===== src/rtl/seq_serializer_pkg.sv =====
// ---------------------------------------------------------------------------
// seq_serializer_pkg
//
// Purpose: definitions shared by the serializer and its sub-module.
//   - DEFAULT_WIDTH : default parallel word width
//   - ser_state_t   : FSM state encoding (IDLE / SHIFT / PARITY)
//
// PARITY is always part of the encoding. The serializer only enters it
// when SER_PARITY_EN is defined.
// ---------------------------------------------------------------------------
package seq_serializer_pkg;

  localparam int DEFAULT_WIDTH = 8;

  typedef enum logic [1:0] {
    IDLE   = 2'b00,
    SHIFT  = 2'b01,
    PARITY = 2'b10
  } ser_state_t;

endpackage


===== src/rtl/seq_serializer_parity_gen.sv =====
// ---------------------------------------------------------------------------
// parity_gen
//
// Purpose: combinational even-parity generator (XOR reduction of a word).
//
// Ports:
//   data   in  [WIDTH-1:0]  word to reduce
//   parity out 1            XOR of all bits of data
//
// This block is instantiated only when SER_PARITY_EN is defined.
// ---------------------------------------------------------------------------
module parity_gen #(
  parameter int WIDTH = 8
) (
  input  logic [WIDTH-1:0] data,
  output logic             parity
);

  assign parity = ^data;

endmodule


===== src/rtl/seq_serializer.sv =====
// ---------------------------------------------------------------------------
// seq_serializer
//
// Purpose: parallel-to-serial front end for the sequence detector. The block
// accepts WIDTH-bit words over a valid/ready handshake and shifts them out one
// bit per clock on seq. Words sent back to back produce a gap-free bitstream.
// While idle, seq is 0, which clears the downstream detector's run count.
//
// Parameters:
//   WIDTH     data word width (minimum 2)
//   MSB_FIRST 1: bit WIDTH-1 goes out first; 0: bit 0 goes out first
//
// Ports:
//   clk        in   system clock, rising edge
//   rst        in   asynchronous reset, active low
//   din        in   parallel word, sampled only on accept
//   din_valid  in   producer has a word on din
//   din_ready  out  block can take a word this cycle
//   seq        out  serial bit to the detector
//   seq_valid  out  seq carries a data or parity bit
//   busy       out  a word is in flight (state is not IDLE)
//   frame_done out  pulse on the cycle the final bit of a word is on seq
//
// Configuration macro:
//   SER_PARITY_EN  when defined, an even-parity bit follows the data bits,
//                  so each frame is WIDTH+1 bits long
// ---------------------------------------------------------------------------
module seq_serializer
  import seq_serializer_pkg::*;
#(
  parameter int WIDTH     = DEFAULT_WIDTH,
  parameter bit MSB_FIRST = 1'b1
) (
  input  logic             clk,
  input  logic             rst,
  input  logic [WIDTH-1:0] din,
  input  logic             din_valid,
  output logic             din_ready,
  output logic             seq,
  output logic             seq_valid,
  output logic             busy,
  output logic             frame_done
);

  localparam int            CW       = $clog2(WIDTH);
  localparam logic [CW-1:0] LAST_IDX = CW'(WIDTH - 1);

  ser_state_t       state;
  ser_state_t       next_state;
  logic [WIDTH-1:0] shift_reg;
  logic [CW-1:0]    cnt;
  logic             last_bit;
  logic             cur_bit;
  logic             accept;

  // The bit on seq always comes from a fixed end of the shift register,
  // because the register shifts toward that end after every presented bit.
  assign last_bit = (cnt == LAST_IDX);
  assign cur_bit  = MSB_FIRST ? shift_reg[WIDTH-1] : shift_reg[0];
  assign accept   = din_valid && din_ready;

`ifdef SER_PARITY_EN
  logic word_parity;
  logic parity_bit;

  parity_gen #(
    .WIDTH (WIDTH)
  ) u_parity_gen (
    .data   (din),
    .parity (word_parity)
  );

  // Parity is captured at accept time. The shift register no longer holds
  // the original word by the time the parity cycle arrives.
  always_ff @(posedge clk or negedge rst) begin
    if (!rst) begin
      parity_bit <= 1'b0;
    end else if (accept) begin
      parity_bit <= word_parity;
    end
  end
`endif

  // State register
  always_ff @(posedge clk or negedge rst) begin
    if (!rst) begin
      state <= IDLE;
    end else begin
      state <= next_state;
    end
  end

  // Next-state logic. A word accepted on the final-bit cycle goes straight
  // back into SHIFT, so there is no gap between frames.
  always_comb begin
    next_state = state;
    case (state)
      IDLE: begin
        if (accept) next_state = SHIFT;
      end
      SHIFT: begin
        if (last_bit) begin
`ifdef SER_PARITY_EN
          next_state = PARITY;
`else
          next_state = accept ? SHIFT : IDLE;
`endif
        end
      end
`ifdef SER_PARITY_EN
      PARITY: begin
        next_state = accept ? SHIFT : IDLE;
      end
`endif
      default: next_state = IDLE;
    endcase
  end

  // Output logic. Outputs depend only on registered state, so there is no
  // combinational path from din_valid to any output.
  always_comb begin
    din_ready  = 1'b0;
    seq        = 1'b0;
    seq_valid  = 1'b0;
    busy       = 1'b0;
    frame_done = 1'b0;
    case (state)
      IDLE: begin
        din_ready = 1'b1;
      end
      SHIFT: begin
        seq       = cur_bit;
        seq_valid = 1'b1;
        busy      = 1'b1;
`ifndef SER_PARITY_EN
        din_ready  = last_bit;
        frame_done = last_bit;
`endif
      end
`ifdef SER_PARITY_EN
      PARITY: begin
        seq        = parity_bit;
        seq_valid  = 1'b1;
        busy       = 1'b1;
        din_ready  = 1'b1;
        frame_done = 1'b1;
      end
`endif
      default: begin
        din_ready = 1'b0;
      end
    endcase
  end

  // Shift register and bit counter. The counter wraps to 0 after the last
  // bit, so it never exceeds WIDTH-1 even when WIDTH is not a power of two.
  always_ff @(posedge clk or negedge rst) begin
    if (!rst) begin
      shift_reg <= '0;
      cnt       <= '0;
    end else if (accept) begin
      shift_reg <= din;
      cnt       <= '0;
    end else if (state == SHIFT) begin
      if (MSB_FIRST) begin
        shift_reg <= {shift_reg[WIDTH-2:0], 1'b0};
      end else begin
        shift_reg <= {1'b0, shift_reg[WIDTH-1:1]};
      end
      cnt <= last_bit ? '0 : cnt + CW'(1);
    end
  end

endmodule


===== config.mk =====
export PLATFORM = sky130hd
export DESIGN_NAME = seq_serializer
export DESIGN_NICKNAME = d
export VERILOG_FILES = /design/src/rtl/seq_serializer_pkg.sv /design/src/rtl/seq_serializer_parity_gen.sv /design/src/rtl/seq_serializer.sv
export SDC_FILE = /design/constraint.sdc
export NUM_CORES = 1
export LEC_CHECK = 0
export ABC_AREA = 1
export CAP_MARGIN = 0
export CORE_AREA = 3 3 42 44
export DETAILED_ROUTE_END_ITERATION = 8
export DIE_AREA = 0 0 45 47
export PLACE_DENSITY_LB_ADDON = 0.25
export SLEW_MARGIN = 20
export SYNTH_ARGS = -nofsm -noshare
export SYNTH_HDL_FRONTEND = slang
export SYNTH_SLANG_ARGS = --single-unit

===== constraint.sdc =====
create_clock -name clk -period 3.7 [get_ports clk]
set_input_delay 0.37 -clock clk [delete_from_list [all_inputs] [get_ports clk]]
set_output_delay 0.37 -clock clk [all_outputs]
set_load 0.01 [all_outputs]

==> results.cfg, run 1 <==
[synthesis]
synth.distinct_cells = 12
synth_nets = 93
ys_ff_latch = 12
syn_area_um2 = 642
avgSynthCellArea_um2 = 8.02
yosysWarningCount = 0
syn_inst = 80
synth-seq-area-share_pct = 46.8

[clock_network]
clockRootBuffer = clkbuf_4
cts_buffer_depth = 2
htree_levels = 1
cts_tree = built
clock-sinks = 12
cts_buffers = 3
clk_pin_slew_ns = 0.07
cts_resized = 0
post_cts_buffers = 0
clk_latency_ns = 0.27
cts_hold_buf = 0

[global_route]
grt_max_degree = 18
track_usage_pct = 13.4
globalRouteOverflowTotal = 0
antenna_found_initial = 0
grt_pass1_wl_um = 2050
grt_pass1_vias = 461

[job]
drv_cap = 0

[sta]
hold_ws_ns = 0.453
slew_headroom_pct = 63.9
post-route-period-util_pct = 59.2
worst_pin_slew_ns = 0.540
setup_viol_count_final = 0
fin_skew_ns = 0.000665
hold_viol = 0
fmaxAchievable_mhz = 456
slew_violations = 0
min_period_ns = 2.19
fin_tns_setup_ns = 0
rsz0062_at_grt = false

[floorplan]
fp-row-count = 14
die_area_um2 = 2120
initial_core_util_pct = 43.6
fp.dieW_um = 45
die_y_um = 47
io-pin-count = 16
core-area_um2 = 1470

[worst_setup_path]
crit_required_ns = 3.33
crit_start = cnt[0]
start_kind = flop
cp_max_fo = 12
reg2regPathDepth = 7
endpoint = din_ready
cp.arrival_ns = 1.82
critPathCaptureType = primary output
r2r_end = cnt[2]
reg2reg_from = cnt[0]
reg2reg_slack_ns = 2.22
path_class = flop to primary output

[worst_hold_path]
hold_class = primary input to async pin

[routing]
via_count = 527
ant_nets = 0
drtIter0Drc = 9
via_per_inst = 4.79
drc = 0
drt_first_pass_iters = 4
routed_wl_um = 1140
wl_per_cell_um = 10.4

[final_layout]
finalNetCount = 109
antennaDiodeCount = 0
drive_gt1_share_pct = 8.51
largest_reg_flops = 8
area_growth_pct = 23.6
fillers = 142
final_cells = 110

[run_status]
status = complete, no violations

[power_and_ir_drop]
powerDensity_nw_per_um2 = 672
ir_worst_vdd_mv = 0.338
p_leak_nw = 0.390

[placed_design]
placedCellCount = 107
routabilityCongestion = 0.725
dp_hpwl_um = 837
io_buffers = 15
-- worst min-delay path by stage --
| stage | startpoint | to | slack, ns | depth (start not counted) |
|---|---|---|---|---|
| final | rst | shift_reg[5] | 0.45 | 1 |
| after global routing | rst | state[0] | 0.50 | 1 |
| after CTS | rst | shift_reg[5] | 0.47 | 1 |
| after detailed placement | cnt[1] | cnt[1] | 0.48 | 2 |
| after global placement | cnt[1] | cnt[1] | 0.47 | 2 |
| after floorplan | rst | cnt[0] | 0.07 | 0 |
-- per-layer routing --
metal	GRT usage (%)	up-vias	share of wire, %
met2	20.3	15	49
met4	7.02	0	0.52
li1	-	278	-
met3	2.30	2	4.6
met1	18.2	232	46
met5	0	-	0
-- cell families after synthesis --
logic type	synth area share (%)
AOI/OAI and AO/OA	2.14
adders and majority gates	3.90
buffers and inverters	12.9
DFF	46.8
and+or+nand+nor	34.3
-- critical path: stages, from the launching register on --
cell and delay [ns]:
dfrtp_1 0.41, ha_1 0.21, ha_1 0.19, inv_1 0.07, nand2_2 0.15, clkdlybuf4s50_1 0.53
-- cell usage after synthesis --
cell	n	area [um2]
nand2_1	22	82.6
nand3_1	17	85.1
dfrtp_1	12	300
inv_1	11	41.3
nor2_1	6	22.5
buf_6	3	33.8
nand2_2	3	18.8
ha_1	2	25.0
buf_4	1	7.51
nor2_4	1	11.3
o21ai_1	1	5.00
o21ai_2	1	8.76
-- power by group --
part           leakage [nW]  internal [mW]  switching [mW]
Combinational         0.225          0.107           0.122
Clock                0.0138         0.0376          0.0415
Sequential            0.152          0.187          0.0386
-- cell usage in the layout, fill, tap and decap left out, drive strengths merged --
master,netlist,layout
nor2,7,7
dfrtp,12,12
o21ai,2,2
clkbuf,0,3
nand3,17,17
clkdlybuf4s50,0,15
inv,11,11
ha,2,2
nand2,25,25
-- through the flow --
| step | setup slack [ns] | utilization, % | power, mW | instance area (um2) |
|---|---|---|---|---|
| final | 1.51 | 53.9 | 0.533 | 793 |
| after global routing | 1.43 | 53.9 | 0.580 | 793 |
| after CTS | 1.49 | 53.9 | 0.542 | 793 |
| after floorplan | 2.30 | - | 0.394 | 642 |
| after global placement | 1.83 | 52.4 | 0.451 | 771 |
| after detailed placement | 1.80 | 52.4 | 0.461 | 771 |
-- final cells by class --
class | instances | area (um2) | share of cell area (%)
flip-flops and latches | 12 | 300 | 37.9
multi-input cells | 53 | 259 | 32.6
repair buffers | 15 | 150 | 18.9
inverters | 11 | 41.3 | 5.21
clock buffers | 3 | 22.5 | 2.84
well taps | 16 | 20.0 | 2.52
Note: power is estimated with default switching activity, not from simulation.
==> run 2: changes to the inputs <==
CORE_AREA = 3 3 44 46   (was 3 3 42 44)
DIE_AREA = 0 0 47 49   (was 0 0 45 47)
clock period = 1.9 ns   (was 3.7 ns; I/O delays follow)
==> results.cfg, run 2 (same netlist as run 1, synthesis figures left out) <==
[run_status]
status = complete, no violations

[final_layout]
postLayoutCellArea_um2 = 828
drive_gt1_share_pct = 12.2
multi_input_area_um2 = 259
fillers = 160
largest_reg_flops = 8
area_growth_pct = 29.0
final_cell_mix = nand2_1, nand3_1, clkdlybuf4s50_1, dfrtp_1, inv_1
final_cells = 114
finalNetCount = 113
antennaDiodeCount = 0
layout_commonest_cell = nand2_1
register_area_um2 = 300

[sta]
rsz0062_at_grt = false
fin_ws_ns = 0.293
min_period_ns = 1.61
fin_tns_setup_ns = 0
post-route-period-util_pct = 84.6
fin_skew_ns = 0.00270
worst_pin_slew_ns = 0.544
hold_viol = 0
slew_violations = 0
slew_headroom_pct = 63.6
fmaxAchievable_mhz = 622
setup_viol_count_final = 0

[power_and_ir_drop]
p_leak_nw = 0.442
ir_worst_vdd_mv = 0.594
powerDensity_nw_per_um2 = 1280

[floorplan]
initial_core_util_pct = 41.6
die_area_um2 = 2300
fp.dieW_um = 47
io-pin-count = 16
fp-row-count = 14
core-area_um2 = 1540
die_y_um = 49

[global_route]
antenna_found_initial = 0
globalRouteOverflowTotal = 0
track_usage_pct = 11.5
grt_pass1_vias = 460
grt_pass1_wl_um = 1960
grt_max_degree = 13

[clock_network]
clock-sinks = 12
cts_tree = built
htree_levels = 1
post_cts_buffers = 0
clk_pin_slew_ns = 0.07
clk_latency_ns = 0.26
cts_buffers = 3
cts_buffer_depth = 2
clockRootBuffer = clkbuf_4

[placed_design]
placedCellCount = 111
place_ws_ns = 0.320
io_buffers = 15
dp_hpwl_um = 868
routabilityCongestion = 0.707
placed_cell_area_um2 = 801

[worst_setup_path]
critPathCaptureType = primary output
crit_start = state[0]
start_kind = flop
crit_required_ns = 1.71
path_class = flop to primary output
reg2reg_from = cnt[0]
cp_max_fo = 7
cp.arrival_ns = 1.42
reg2reg_slack_ns = 0.38

[routing]
wl_per_cell_um = 10.1
via_per_inst = 4.72
drt_first_pass_iters = 4
via_count = 538
routed_wl_um = 1160
ant_nets = 0
drtIter0Drc = 7
drc = 0

[worst_hold_path]
hold_class = primary input to async pin

[job]
drv_cap = 0
==> run 2: cell types whose count changed in the layout (fill, tap and decap cells not counted), sizes merged <==
cell,previous run,this run
clkdlybuf4s50,15,13
buf,0,4
dlymetal6s2s,0,2
==> run 2: path summary, 6_finish.rpt <==
kind | to | cells past startpoint
max | seq | 3
min | shift_reg[3] | 1
max reg2reg | cnt[1] | 8
min reg2reg | cnt[0] | 1
max in group asynchronous | cnt[2] | 1
min in group clk | shift_reg[0] | 3
==> run 2: routing by layer <==
metal | vias to the layer above | global-route usage, % | share of wire, %
li1 | 284 | - | -
met1 | 241 | 18.3 | 51
met2 | 11 | 14.3 | 43
met3 | 2 | 2.21 | 4.2
met4 | 0 | 5.53 | 0.86
met5 | - | 0 | 0
==> run 2: critical path, cell delays in order (launching register included) <==
cell and delay (ns):
dfrtp_1 0.50, nand2_1 0.08, inv_1 0.05, clkdlybuf4s50_1 0.52
==> run 2: repair_timing <==
item / in CTS / in global routing
gates resized for setup: 0 / 2
setup endpoints to repair: 0 / 2
hold buffers: 0 / 0
==> run 2: final cells by class <==
type	instances	share of cell area [%]
Timing Repair Buffer	19	22.4
Tap cell	16	2.42
Multi-Input combinational cell	53	31.3
Clock buffer	3	2.72
Sequential cell	12	36.3
Inverter	11	4.98
==> run 2: report_power, final <==
group	total (mW)	internal (mW)	leakage (nW)	switching, mW
Combinational	0.473	0.229	0.276	0.244
Sequential	0.436	0.364	0.152	0.0719
Clock	0.151	0.0731	0.0138	0.0776
==> run 2: per-stage QoR <==
stage                     hold WS, ns  util [%]  power [mW]
after floorplan                -0.106         -       0.768
after global placement          0.470      51.9       0.918
after detailed placement        0.477      51.9       0.924
after CTS                       0.294      53.4        1.08
after global routing            0.312      53.7        1.16
final                           0.279      53.7        1.06
==> run 3: changes to the inputs <==
clock period = 1.3 ns   (was 1.9 ns; I/O delays follow)
==> results.cfg, run 3 (same netlist as run 1, synthesis figures left out) <==
[floorplan]
io-pin-count = 16
die_area_um2 = 2300
fp-row-count = 14
die_y_um = 49
initial_core_util_pct = 41.6
fp.dieW_um = 47
core-area_um2 = 1540

[clock_network]
cts_tree = built
htree_levels = 1
clockRootBuffer = clkbuf_4
clk_pin_slew_ns = 0.08
cts_buffer_depth = 2
cts_buffers = 3
clock-sinks = 12
clk_latency_ns = 0.27
cts_hold_buf = 0

[placed_design]
routabilityCongestion = 0.760
dp_hpwl_um = 1030
placed_cell_area_um2 = 838
io_buffers = 15

[worst_setup_path]
cp_max_fo = 2
reg2reg_slack_ns = -0.03
r2r_end = shift_reg[2]
reg2reg_from = cnt[1]
critPathMaxStageDelay_ns = 0.39
reg2regPathDepth = 8
crit_required_ns = 1.17
cp.arrival_ns = 1.25
path_cells = ha_2 -> ha_4 -> inv_4 -> nand2_4 -> buf_6
crit_path_top_delay_cell = dfrtp_1
critPathCaptureType = primary output
path_class = flop to primary output
start_kind = flop

[global_route]
grt_pass1_wl_um = 2350
track_usage_pct = 13.8
antenna_found_initial = 0
grt_max_degree = 12
grt_pass1_vias = 533
globalRouteOverflowTotal = 0

[worst_hold_path]
hold_class = primary input to async pin

[power_and_ir_drop]
swShare_pct = 37.8
clkPwrFrac_pct = 16.3
ir_worst_vdd_mv = 1.07
total_power_mw = 1.85
p_leak_nw = 0.469
powerDensity_nw_per_um2 = 1970
combPwrFrac_pct = 49.8
power.switching_mw = 0.701
seq_power_share_pct = 33.9
internal_power_mw = 1.15

[sta]
slew_violations = 0
hold_viol = 0
worst_pin_slew_ns = 0.475
setup_viol_count_final = 10
fin_skew_ns = 0.000755
min_period_ns = 1.38
slew_headroom_pct = 68.3
post-route-period-util_pct = 106
rsz0062_at_grt = true
fmaxAchievable_mhz = 725
fin_ws_ns = -0.0786

[final_layout]
finalNetCount = 121
fillers = 145
antennaDiodeCount = 0
drive_gt1_share_pct = 26.2
layout_commonest_cell = nand2_1
largest_reg_flops = 8
final_cell_mix = nand2_1, nand3_1, dfrtp_1, inv_1, clkdlybuf4s50_1
area_growth_pct = 46.6
fin_util_pct = 61.0
postLayoutCellArea_um2 = 941

[routing]
wl_per_cell_um = 11.5
wl_met1_um = 633
top_layer = met4
ant_nets = 0
drt_first_pass_iters = 4
via_per_inst = 4.82
routed_wl_um = 1410
met2_length_um = 694
drc = 0
drtIter0Drc = 14
wl_met3_um = 79
via_count = 593

[run_status]
status = complete, but fails checks
violations = negative setup slack

[job]
drv_cap = 0
## run 3: worst max path at each step
| stage | startpoint | end | cells after the start |
|---|---|---|---|
| detailed placement | cnt[0] | din_ready | 5 |
| global route | cnt[0] | din_ready | 5 |
| CTS | cnt[1] | din_ready | 5 |
| global placement | cnt[0] | din_ready | 5 |
| floorplan | cnt[0] | shift_reg[1] | 7 |
| finish | cnt[0] | din_ready | 5 |
## run 3: cell type report
cell class	count	area, um2	share of cell area, %
clock buffer	4	36.3	3.86
inverter	11	43.8	4.65
multi-input combinational	54	307	32.6
sequential	12	302	32.0
tap	16	20.0	2.13
timing repair buffer	26	233	24.7
## run 3: through the flow
stage,TNS [ns],hold WS [ns],std cells,setup slack (ns)
6_report,-0.293,0.0858,123,-0.0786
5_1_grt,-1.17,0.0903,123,-0.133
4_1_cts,-0.691,0.0855,121,-0.111
3_5_place_dp,-2.03,0.386,116,-0.197
3_3_place_gp,-1.57,0.385,116,-0.167
2_1_floorplan,0,-0.166,80,0.0172
## run 3: metal layers
metal | GRT usage (%) | vias to the layer above
met3 | 2.21 | 2
met1 | 19.8 | 272
met4 | 5.53 | 0
met2 | 20.1 | 15
li1 | - | 304
met5 | 0 | -
## run 3: critical path: cells and delay by family, from the launching register on
family        cells  cell delay (ns)
flops             1             0.39
fa+ha+maj         2             0.37
buf+inv           2             0.16
simple gates      1             0.05
## run 3: power groups by stage
stage,clock (mW),sequential (mW),combinational (mW)
final,0.302,0.628,0.924
after global routing,0.325,0.647,1.04
after CTS,0.312,0.629,0.821
after detailed placement,0,0.637,0.789
after global placement,0,0.625,0.764
after floorplan,0,0.632,0.490
## run 3: repair_timing
| item | 4_1_cts | 5_1_grt |
|---|---|---|
| endpoints found under the setup margin | 17 | 14 |
| pin swaps | 1 | 1 |
| setup buffers | 1 | 1 |
| cloned | 0 | 1 |
| resized for setup | 17 | 7 |
